File: src/rtl/cmem_pkg.sv
// cmem_pkg: shared types and default sizes for the banked coefficient memory
package cmem_pkg;
  typedef enum logic {IDLE, STREAM} cmem_state_t;
  localparam int CMEM_DATA_W = 16;
  localparam int CMEM_DEPTH = 64;
endpackage

File: src/rtl/cmem_banked_if.sv
// cmem_banked_if: host/stream bus of cmem_banked; readback port present under CMEM_READBACK_EN
interface cmem_banked_if
  import cmem_pkg::*;
#(
  parameter int DATA_W = CMEM_DATA_W,
  parameter int DEPTH = CMEM_DEPTH,
  parameter int ADDR_W = $clog2(DEPTH)
);
  logic w_en;
  logic [ADDR_W-1:0] w_addr;
  logic [DATA_W-1:0] data_in;
  logic swap_req;
  logic swap_pending;
  logic swap_done;
  logic active_bank;
  logic stream_start;
  logic busy;
  logic [DATA_W-1:0] coef_out;
  logic coef_valid;
  logic coef_last;
`ifdef CMEM_READBACK_EN
  logic rb_bank;
  logic [ADDR_W-1:0] rb_addr;
  logic [DATA_W-1:0] rb_data;
`endif
  modport master (
    output w_en, w_addr, data_in, swap_req, stream_start,
`ifdef CMEM_READBACK_EN
    output rb_bank, rb_addr,
    input rb_data,
`endif
    input swap_pending, swap_done, active_bank, busy, coef_out, coef_valid, coef_last
  );
  modport slave (
    input w_en, w_addr, data_in, swap_req, stream_start,
`ifdef CMEM_READBACK_EN
    input rb_bank, rb_addr,
    output rb_data,
`endif
    output swap_pending, swap_done, active_bank, busy, coef_out, coef_valid, coef_last
  );
endinterface

File: src/rtl/cmem_bank.sv
// cmem_bank: one DEPTH x DATA_W bank, sync write, registered read (second read port under CMEM_READBACK_EN)
module cmem_bank
  import cmem_pkg::*;
#(
  parameter int DATA_W = CMEM_DATA_W,
  parameter int DEPTH = CMEM_DEPTH,
  parameter int ADDR_W = $clog2(DEPTH)
) (
  input  logic clk,
  input  logic rst,
  input  logic we,
  input  logic [ADDR_W-1:0] waddr,
  input  logic [DATA_W-1:0] wdata,
  input  logic [ADDR_W-1:0] raddr,
  output logic [DATA_W-1:0] rdata
`ifdef CMEM_READBACK_EN
  ,
  input  logic [ADDR_W-1:0] rb_addr,
  output logic [DATA_W-1:0] rb_data
`endif
);
  logic [DATA_W-1:0] mem [DEPTH];
  // storage is never reset; contents are undefined until written
  always_ff @(posedge clk) if (we) mem[waddr] <= wdata;
  // stream read register
  always_ff @(posedge clk) rdata <= rst ? '0 : mem[raddr];
`ifdef CMEM_READBACK_EN
  // host readback register, independent of the stream port
  always_ff @(posedge clk) rb_data <= rst ? '0 : mem[rb_addr];
`endif
endmodule

File: src/rtl/cmem_banked.sv
// cmem_banked: double-buffered coefficient memory with deferred swap; optional readback via CMEM_READBACK_EN
module cmem_banked
  import cmem_pkg::*;
#(
  parameter int DATA_W = CMEM_DATA_W,
  parameter int DEPTH = CMEM_DEPTH,
  parameter int ADDR_W = $clog2(DEPTH)
) (
  input logic clk,
  input logic rst,
  cmem_banked_if.slave bus
);
  cmem_state_t state, state_nx;
  logic [ADDR_W-1:0] ptr, rd_addr;
  logic active, pending, done, valid, last, issue, do_swap;
  logic [DATA_W-1:0] rd [2];
`ifdef CMEM_READBACK_EN
  logic [DATA_W-1:0] rb [2];
  logic rb_sel;
`endif
  // state register
  always_ff @(posedge clk) state <= rst ? IDLE : state_nx;
  // next state: a pass ends on the edge after its last beat was issued
  always_comb state_nx = state == IDLE ? (bus.stream_start ? STREAM : IDLE) : (last ? IDLE : STREAM);
  // FSM outputs: read address, beat issue and swap permission
  always_comb begin
    bus.busy = state == STREAM;
    rd_addr = state == IDLE ? '0 : ptr;
    issue = state == IDLE ? bus.stream_start : !last;
    do_swap = state == IDLE && pending;
  end
  // beat pointer and beat flags, aligned with the registered bank read
  always_ff @(posedge clk)
    if (rst) begin
      ptr <= '0;
      valid <= 1'b0;
      last <= 1'b0;
    end else begin
      ptr <= issue ? rd_addr + ADDR_W'(1) : ptr;
      valid <= issue;
      last <= issue && rd_addr == ADDR_W'(DEPTH - 1);
    end
  // swap bookkeeping: a new request during the executing edge re-arms pending
  always_ff @(posedge clk)
    if (rst) begin
      active <= 1'b0;
      pending <= 1'b0;
      done <= 1'b0;
    end else begin
      active <= active ^ do_swap;
      pending <= bus.swap_req | (pending & ~do_swap);
      done <= do_swap;
    end
  for (genvar b = 0; b < 2; b++) begin : g_bank
    cmem_bank #(.DATA_W(DATA_W), .DEPTH(DEPTH), .ADDR_W(ADDR_W)) u_bank (
      .clk(clk),
      .rst(rst),
      .we(bus.w_en && active != 1'(b)),
      .waddr(bus.w_addr),
      .wdata(bus.data_in),
      .raddr(rd_addr),
      .rdata(rd[b])
`ifdef CMEM_READBACK_EN
      ,
      .rb_addr(bus.rb_addr),
      .rb_data(rb[b])
`endif
    );
  end
`ifdef CMEM_READBACK_EN
  // remember which bank the readback targeted for the 1-cycle-late mux
  always_ff @(posedge clk) rb_sel <= rst ? 1'b0 : bus.rb_bank;
  assign bus.rb_data = rb_sel ? rb[1] : rb[0];
`endif
  // both banks read the same address, and the active bank cannot change mid-pass
  assign bus.coef_out = valid ? rd[active] : '0;
  assign bus.coef_valid = valid;
  assign bus.coef_last = last;
  assign bus.active_bank = active;
  assign bus.swap_pending = pending;
  assign bus.swap_done = done;
endmodule

File: src/flat_wrapper.sv
// flat-port wrapper written by rule: the top's interface ports become plain ports
module cmem_banked_flat import cmem_pkg::*;
#(
  parameter int DATA_W = CMEM_DATA_W,
  parameter int DEPTH = CMEM_DEPTH,
  parameter int ADDR_W = $clog2(DEPTH)
)
  (clk, rst, bus_w_en, bus_w_addr, bus_data_in, bus_swap_req, bus_stream_start, bus_swap_pending, bus_swap_done, bus_active_bank, bus_busy, bus_coef_out, bus_coef_valid, bus_coef_last);
  cmem_banked_if #(.DATA_W(DATA_W), .DEPTH(DEPTH), .ADDR_W(ADDR_W)) bus_i ();
  input logic clk;
  input logic rst;
  input wire logic [$bits(bus_i.w_en)-1:0] bus_w_en;
  input wire logic [$bits(bus_i.w_addr)-1:0] bus_w_addr;
  input wire logic [$bits(bus_i.data_in)-1:0] bus_data_in;
  input wire logic [$bits(bus_i.swap_req)-1:0] bus_swap_req;
  input wire logic [$bits(bus_i.stream_start)-1:0] bus_stream_start;
  output wire logic [$bits(bus_i.swap_pending)-1:0] bus_swap_pending;
  output wire logic [$bits(bus_i.swap_done)-1:0] bus_swap_done;
  output wire logic [$bits(bus_i.active_bank)-1:0] bus_active_bank;
  output wire logic [$bits(bus_i.busy)-1:0] bus_busy;
  output wire logic [$bits(bus_i.coef_out)-1:0] bus_coef_out;
  output wire logic [$bits(bus_i.coef_valid)-1:0] bus_coef_valid;
  output wire logic [$bits(bus_i.coef_last)-1:0] bus_coef_last;
  assign bus_i.w_en = bus_w_en;
  assign bus_i.w_addr = bus_w_addr;
  assign bus_i.data_in = bus_data_in;
  assign bus_i.swap_req = bus_swap_req;
  assign bus_i.stream_start = bus_stream_start;
  assign bus_swap_pending = bus_i.swap_pending;
  assign bus_swap_done = bus_i.swap_done;
  assign bus_active_bank = bus_i.active_bank;
  assign bus_busy = bus_i.busy;
  assign bus_coef_out = bus_i.coef_out;
  assign bus_coef_valid = bus_i.coef_valid;
  assign bus_coef_last = bus_i.coef_last;
  cmem_banked #(.DATA_W(DATA_W), .DEPTH(DEPTH), .ADDR_W(ADDR_W)) u_core (.clk(clk), .rst(rst), .bus(bus_i));
endmodule
File: config.mk
export PLATFORM = sky130hd
export DESIGN_NAME = cmem_banked_flat
export DESIGN_NICKNAME = d
export VERILOG_FILES = /design/src/rtl/cmem_pkg.sv /design/src/rtl/cmem_banked_if.sv /design/src/rtl/cmem_bank.sv /design/src/rtl/cmem_banked.sv /design/src/flat_wrapper.sv
export SDC_FILE = /design/constraint.sdc
export NUM_CORES = 2
export LEC_CHECK = 0
export CORE_MARGIN = 2
export CORE_UTILIZATION = 62
export DETAILED_ROUTE_END_ITERATION = 12
export MAX_ROUTING_LAYER = met4
export PLACE_DENSITY = 0.74
export RECOVER_POWER = 100
export SETUP_SLACK_MARGIN = 0.02
export SYNTH_ARGS = -nofsm -noshare
export SYNTH_HDL_FRONTEND = slang
export SYNTH_SLANG_ARGS = --single-unit
File: constraint.sdc
create_clock -name clk -period 3.19 [get_ports clk]
set_input_delay 0.319 -clock clk [delete_from_list [all_inputs] [get_ports clk]]
set_output_delay 0.319 -clock clk [all_outputs]
set_load 0.01 [all_outputs]
### Yosys cells after proc, flatten, opt, wreduce, memory -nomap -nowiden

Memory sizes are Yosys's and may differ from the RTL's. A register that Yosys moved wholly into a read port is not among the register bits.
Cells that the tools add are included.

| operators by class | value |
|---|---|
| add/subtract/negate cells | 1 |
| multipliers | 0 |
| div/mod/pow operators | 0 |
| $lt $le $gt $ge | 1 |
| equal/unequal tests | 1 |
| shift operators | 0 |
| multiplexer cells | 13 |
| bitwise operators | 7 |
| reductions and logical operators | 5 |

Operators by type and width:

| kind | number |
|---|---|
| two-way mux 16 bit | 4 |
| two-way mux 1 bit | 8 |
| adder 6 x 1 -> 6 bit, second input constant | 1 |
| == test 6 bit, second input constant | 1 |
| two-way mux 6 bit | 1 |
| logical AND 1 bit | 4 |
| NOT 1 bit | 3 |
| >= comparator 2 bit, second input constant | 1 |
| NOT 1 -> 2 bit | 1 |
| bitwise AND 1 bit | 1 |
| zero test 1 bit | 1 |
| bitwise OR 1 bit | 1 |
| bitwise XOR 1 bit | 1 |

| word-level totals | value |
|---|---|
| register bits | 12 |
| bits in latches | 0 |
| memory bits (writable) | 2,048 |
| ROM bits | 0 |
| input bits | 27 |
| output and inout port bits | 22 |
| word-level logic and storage cells | 37 |
| memories kept | 2 |

Memory list:

| name | words | width | rd ports | clocked after Yosys merged registers in | wr ports | line | text |
|---|---|---|---|---|---|---|---|
| u_core.g_bank[0].u_bank.mem | 64 | 16 | 1 | 1 | 1 | cmem_bank.sv:22 | `logic [DATA_W-1:0] mem [DEPTH];` |
| u_core.g_bank[1].u_bank.mem | 64 | 16 | 1 | 1 | 1 | cmem_bank.sv:22 |  |

### Logic depth before layout (Yosys ltp)

| depth | value |
|---|---|
| word-level depth | 5 |
| depth in mapped cells | 11 |
| depth with buffers taken out | 6 |

### Modules after synthesis

Synthesis repeated with hierarchy kept, for this count alone.

| second synthesis, totals | value |
|---|---|
| cells, all modules | 3,624 |
| area, all modules | 80,365.8 um^2 |

By module, submodules not included:

| module | times used | cells each | area an instance (um^2) | seq. area each (um^2) |
|---|---|---|---|---|
| cmem_bank | 2 | 1,764 | 39,778.2 | 31,069.8 |
| cmem_banked | 1 | 96 | 809.5 | 220.2 |

### Worst setup path after synthesis

No wires, ideal clock.

| timing path | value |
|---|---|
| path type | reg2reg |
| start | reg u_core.active, in the netlist u_core.bus.active_bank |
| end | mem u_core.g_bank[0].u_bank.mem[61][0] (netlist bit) (enable) |
| library setup time | 389 ps |
| arrival time | 2,206 ps |
| data required time | 2,801 ps |
| setup slack | 596 ps |
| stages on the path, launching flop included | 6 |
| buffers on the path | 2 |
| clock period less this slack | 2,594 ps |
| cells stage by stage | dfxtp_1 > clkbuf_1 > and2_1 > clkbuf_1 > nand4_1 > nor2_1 |

| on the way | value |
|---|---|
| cells in the longest elaborated chain, start to end | 3 |

Ends and longest elaborated chain:

| what | line | text |
|---|---|---|
| start: declaration | cmem_banked.sv:15 | `logic active, pending, done, valid, last, issue, do_swap;` |
| start signal: assignment | cmem_banked.sv:50 | `active <= active ^ do_swap;` |
| logical AND 1 bit | cmem_banked.sv:58 | `.we(bus.w_en && active != 1'(b)),` |
| two-way mux 1 bit | cmem_bank.sv:24 | `always_ff @(posedge clk) if (we) mem[waddr] <= wdata;` |
| two-way mux 1 bit (not written as such) | cmem_bank.sv:24 |  |
| end: declaration | cmem_bank.sv:22 |  |

No other way between the ends.

### Final worst setup path

| timing path | value |
|---|---|
| start | reg u_core.ptr[0] |
| end | reg u_core.g_bank[1].u_bank.rdata[14] (read register of u_core.g_bank[1].u_bank.mem) |

| on the way | value |
|---|---|
| cells in the longest elaborated chain, start to end | 1 |

Ends and longest elaborated chain:

| what | line | text |
|---|---|---|
| start: declaration | cmem_banked.sv:14 | `logic [ADDR_W-1:0] ptr, rd_addr;` |
| start signal: assignment | cmem_banked.sv:39 | `ptr <= issue ? rd_addr + ADDR_W'(1) : ptr;` |
| two-way mux 6 bit | cmem_banked.sv:28 | `rd_addr = state == IDLE ? '0 : ptr;` |
| end: declaration | cmem_bank.sv:15 | `output logic [DATA_W-1:0] rdata` |

No other way between the ends.
A chain may end at the register's enable or synchronous reset.

==> results by stage <==
Synth:
- The main combinational cell family by area after synthesis is multiplexers.
- In the synthesized netlist, the number of instances is 4865.
- Of the synthesized area, sequential elements account for 75.09%.
- The portion of netlist area occupied by mux cells is 9.780%.
- After synthesis the netlist holds a flip-flop and latch count of 2091.
- After synthesis the cells add up to 83050 sq um.
- The most used flip-flop cell after synthesis is sky130_fd_sc_hd__edfxtp_1.
- The commonest cells after synthesis are sky130_fd_sc_hd__edfxtp_1 (2048), sky130_fd_sc_hd__mux2i_1 (304), sky130_fd_sc_hd__nand2_1 (214).
- Synthesis produced a netlist with a net count of 4893.
- The cell type with the largest total area after synthesis is sky130_fd_sc_hd__edfxtp_1.
- The distinct cell type count after synthesis is 52.
- After Yosys synthesis, XOR and XNOR cells account for 0.02109% of the synthesized area.
- The synthesized netlist devotes 4.933% of its cell area to simple gates.
- Dividing the synthesized area by the synthesized cell count gives 17.07 sq um.
- The adder and majority gate portion of the synthesized area is 0.01507%.
- The most common cell in the synthesized netlist is sky130_fd_sc_hd__edfxtp_1.
- The Yosys step of the flow raised 0 warnings.
- Summing the areas of all compound-gate instances in the mapped netlist gives 7.844% of the synthesized area.
- The number of synthesized flops with an enable pin is 2048.
- Ranked by total cell area, the synthesized netlist is headed by sky130_fd_sc_hd__edfxtp_1 (74%), sky130_fd_sc_hd__mux2i_1 (3.7%), sky130_fd_sc_hd__mux4_2 (3.5%).
- In the synthesized netlist the async set-or-reset flop fraction comes to 0%.
- The synthesized design devotes to its leading area cell type 74.05% of total area.

Route:
- For this run, the detailed router's first-pass iteration total came to 5.
- The average wire per cell in the routed design is 31.40 um.
- After the first detailed-routing iteration, the DRC count stood at 7348.
- In this run the remaining antenna-violating nets after routing total 0.
- After detailed routing, the total wire length is 222.4 mm.
- Summing over every cut layer, the via total after detailed routing is 47680.
- The number of design rule violations left after detail routing is 0.
- Using the TritonRoute via totals, the vias-per-cell ratio works out to 6.731.

Timing:
- Setup repair after global routing left no endpoint under its margin.
- The worst path setup slack after routing is -5.795 ps.
- The setup skew after layout is 36.04 ps.
- The number of hold violations in the final report was 0.
- Setup violations remaining at the end of the flow were counted as 1.
- The shortest clock period the worst path allows after layout is 3196 ps.
- The worst max-slew margin expressed relative to the limit is -144.5%.
- The actual transition at the worst max-transition pin is 3667 ps.
- Of the available clock period, the critical path in the final layout requires 100.2%.
- The total count of max-transition violations in the final report is 1014.
- For this run, the top clock speed supported by timing is 0.3129 GHz.

Cells and area:
- The area added between synthesis and finish is 12.62%.
- The post-route netlist has 18.51% of its cells at a drive strength greater than 1.
- For this run, the share of the core covered by cells in the final layout is 70.26%.
- Once layout is complete, the cells apart from fillers number 7084.
- The number of nets in the layout is 5162.

Pwr:
- VDD sags by at most 621.0 uV.
- In this run the power density over the cells is 605.1 nW/um^2.
- The leakage power is 29.87 nW.

Placed design:
- At the end of routability-driven placement, the weighted congestion stood at 0.9611.
- The count of buffers added on input and output ports is 48.
- The HPWL after detailed placement is 132.0 mm.
- The placed cell count is 6689.

Worst setup path:
- The critical path in this run is classified as reg2reg.
- The cell with the largest stage delay on the worst path is sky130_fd_sc_hd__o21ai_0.
- The worst setup path is launched from a register.
- The critical-path maximum fanout is 23.
- At the worst endpoint, the required time is 3960 ps.
- The critical path buffer and inverter count is 1.
- Data arrives at the worst endpoint at 3970 ps.
- The critical path endpoint category is a register.
- The category of cells accounting for the largest share of critical-path delay is compound AO/OA/AOI/OAI gates.
- Traced cell by cell, the critical path runs through or2_2 > nand2_1 > clkbuf_4 > a32oi_1 > o21ai_0 > a32o_1.
- The longest individual stage delay on the worst path is 960 ps.

Floorplan:
- For this configuration, the core starts out at a cell density of 62.38%.
- The core area is 133100 sq um.
- The floorplan step set the die height to 370.0 um.
- The area of the die is 136900 sq um.
- The number of ports placed on the die boundary is 49.
- Measured along the x axis, the die boundary spans 370.0 um.
- After floorplanning, the core was divided into 134 placement rows.

Clock tree:
- The number of sinks driven by the clock tree is 2091.
- The TritonCTS clock tree is done.
- The number of buffers created by CTS is 201.
- Clock-pin slew was measured on the worst setup and hold paths at 60 ps.
- The H-tree was split into 4 levels.
- The clock latency at the later pin of the worst-skew pair is 840 ps.
- The largest buffer count on any clock path is 3.
- CTS placed an instance of sky130_fd_sc_hd__clkbuf_16 at the clock tree root.

Run status:
- The run finished, with violations left.
- The final reports fail on capacitance limit, slew limit, setup timing.

GRT:
- The first global-routing pass estimated 319.2 mm of wire.
- The total overflow left after global routing is 0.
- The largest net degree at the start of global routing is 129.
- The number of global-route vias before repair is 46094.
- Global routing used 33.60% of the available tracks across all layers.
- The initial antenna violation count is 9.

Worst hold path:
- In this run the worst hold path is classified as in2reg.

Flow run:
- The count of maximum capacitance violations is 18.
## sequential cells by signal, indices dropped and copies added, names as in the netlist
signal and count:
u_core.bus.coef_valid 1, u_core.bus.swap_pending 1, u_core.g_bank.u_bank.rdata 32, u_core.bus.coef_last 1, u_core.ptr 6, u_core.bus.swap_done 1, u_core.bus.active_bank 1, u_core.g_bank.u_bank.mem 2048
## placed cells by master, fill, tap and decap left out, drive strengths merged, types with 63 or more instances in the layout
cell | netlist | layout
o21ai | 68 | 68
a211oi | 94 | 94
nor2 | 205 | 205
edfxtp | 2048 | 2048
nand2 | 214 | 214
o22ai | 97 | 97
mux2 | 193 | 193
inv | 78 | 81
buf | 165 | 188
nand3 | 104 | 104
and2 | 103 | 103
nand2b | 69 | 69
mux2i | 304 | 304
clkbuf | 188 | 443
mux4 | 129 | 129
a21oi | 132 | 132
a22oi | 63 | 63
clkinv | 1 | 101
o221ai | 160 | 160
## final timing paths
path / from / end / slack (ps) / depth (start not counted)
hold / removal: bus_swap_req / u_core.bus.swap_pending$_SDFF_PP0_ / 80 / 3
hold reg to reg: u_core.ptr[5]$_SDFFE_PP0P_ / u_core.bus.coef_last$_SDFF_PP0_ / 580 / 2
setup / recovery: u_core.ptr[0]$_SDFFE_PP0P_ / u_core.g_bank[1].u_bank.rdata[14]$_SDFF_PP0_ / -6 / 6
setup reg to reg: u_core.ptr[0]$_SDFFE_PP0P_ / u_core.g_bank[1].u_bank.rdata[14]$_SDFF_PP0_ / -6 / 6
## area by class of cell
class | count | area, sq um
antenna | 11 | 27.53
clock buffer | 249 | 5409
clock inverter | 125 | 987.2
fill | 8390 | 39600
inverter | 79 | 296.5
multi-input combinational | 2342 | 18860
sequential | 2091 | 62370
tap | 1768 | 2212
timing repair buffer | 419 | 3358
## repair_timing
item | CTS | global route
hold buffers | 5 | 0
buffers inserted | 0 | 5
endpoints found under the hold margin | 130 | 0
setup endpoints to repair | 9 | 12
gates resized for setup | 6 | 10
## stage by stage
| step | hold slack, ps | total power [mW] | area [sq um] | setup WS [ps] | setup TNS, ps |
|---|---|---|---|---|---|
| 6_report | 79.40 | 56.59 | 93530 | -5.795 | -5.795 |
| 5_1_grt | 114.3 | 57.97 | 93520 | 18.08 | 0 |
| 4_1_cts | 3.756 | 56.71 | 94150 | 22.73 | 0 |
| 3_5_place_dp | 529.0 | 34.02 | 87680 | 73.29 | 0 |
| 3_3_place_gp | 537.5 | 33.94 | 87640 | -909.0 | -2789 |
| 2_1_floorplan | 402.1 | 32.58 | 83050 | 595.5 | 0 |
## worst min-delay path: stages
cell                              delay (ps)
sky130_fd_sc_hd__clkdlybuf4s50_1         450
sky130_fd_sc_hd__a21oi_1                  40
sky130_fd_sc_hd__nor2_1                   70
## cells by family after synthesis
| group | count (synthesis) |
|---|---|
| flops | 2091 |
| compound gates | 875 |
| simple gates | 838 |
| mux | 626 |
| buf+inv | 432 |
| xor+xnor | 2 |
| fa+ha+maj | 1 |
## power breakdown
part | internal, mW | switching, mW | leakage, nW
clock network | 13.1 | 10.0 | 3.12
registers | 30.3 | 0.0759 | 18.8
logic | 1.11 | 2.05 | 7.97
total | 44.4 | 12.2 | 29.9
## routing by layer
| layer | share of wire [%] | track usage, % | up-vias |
|---|---|---|---|
| met5 | 0 | - | - |
| met2 | 47 | 49.90 | 2961 |
| li1 | - | - | 19995 |
| met1 | 38 | 45.46 | 24244 |
| met3 | 12 | 8.114 | 480 |
| met4 | 4.1 | 13.12 | 0 |
(Power assumes the default switching activity.)
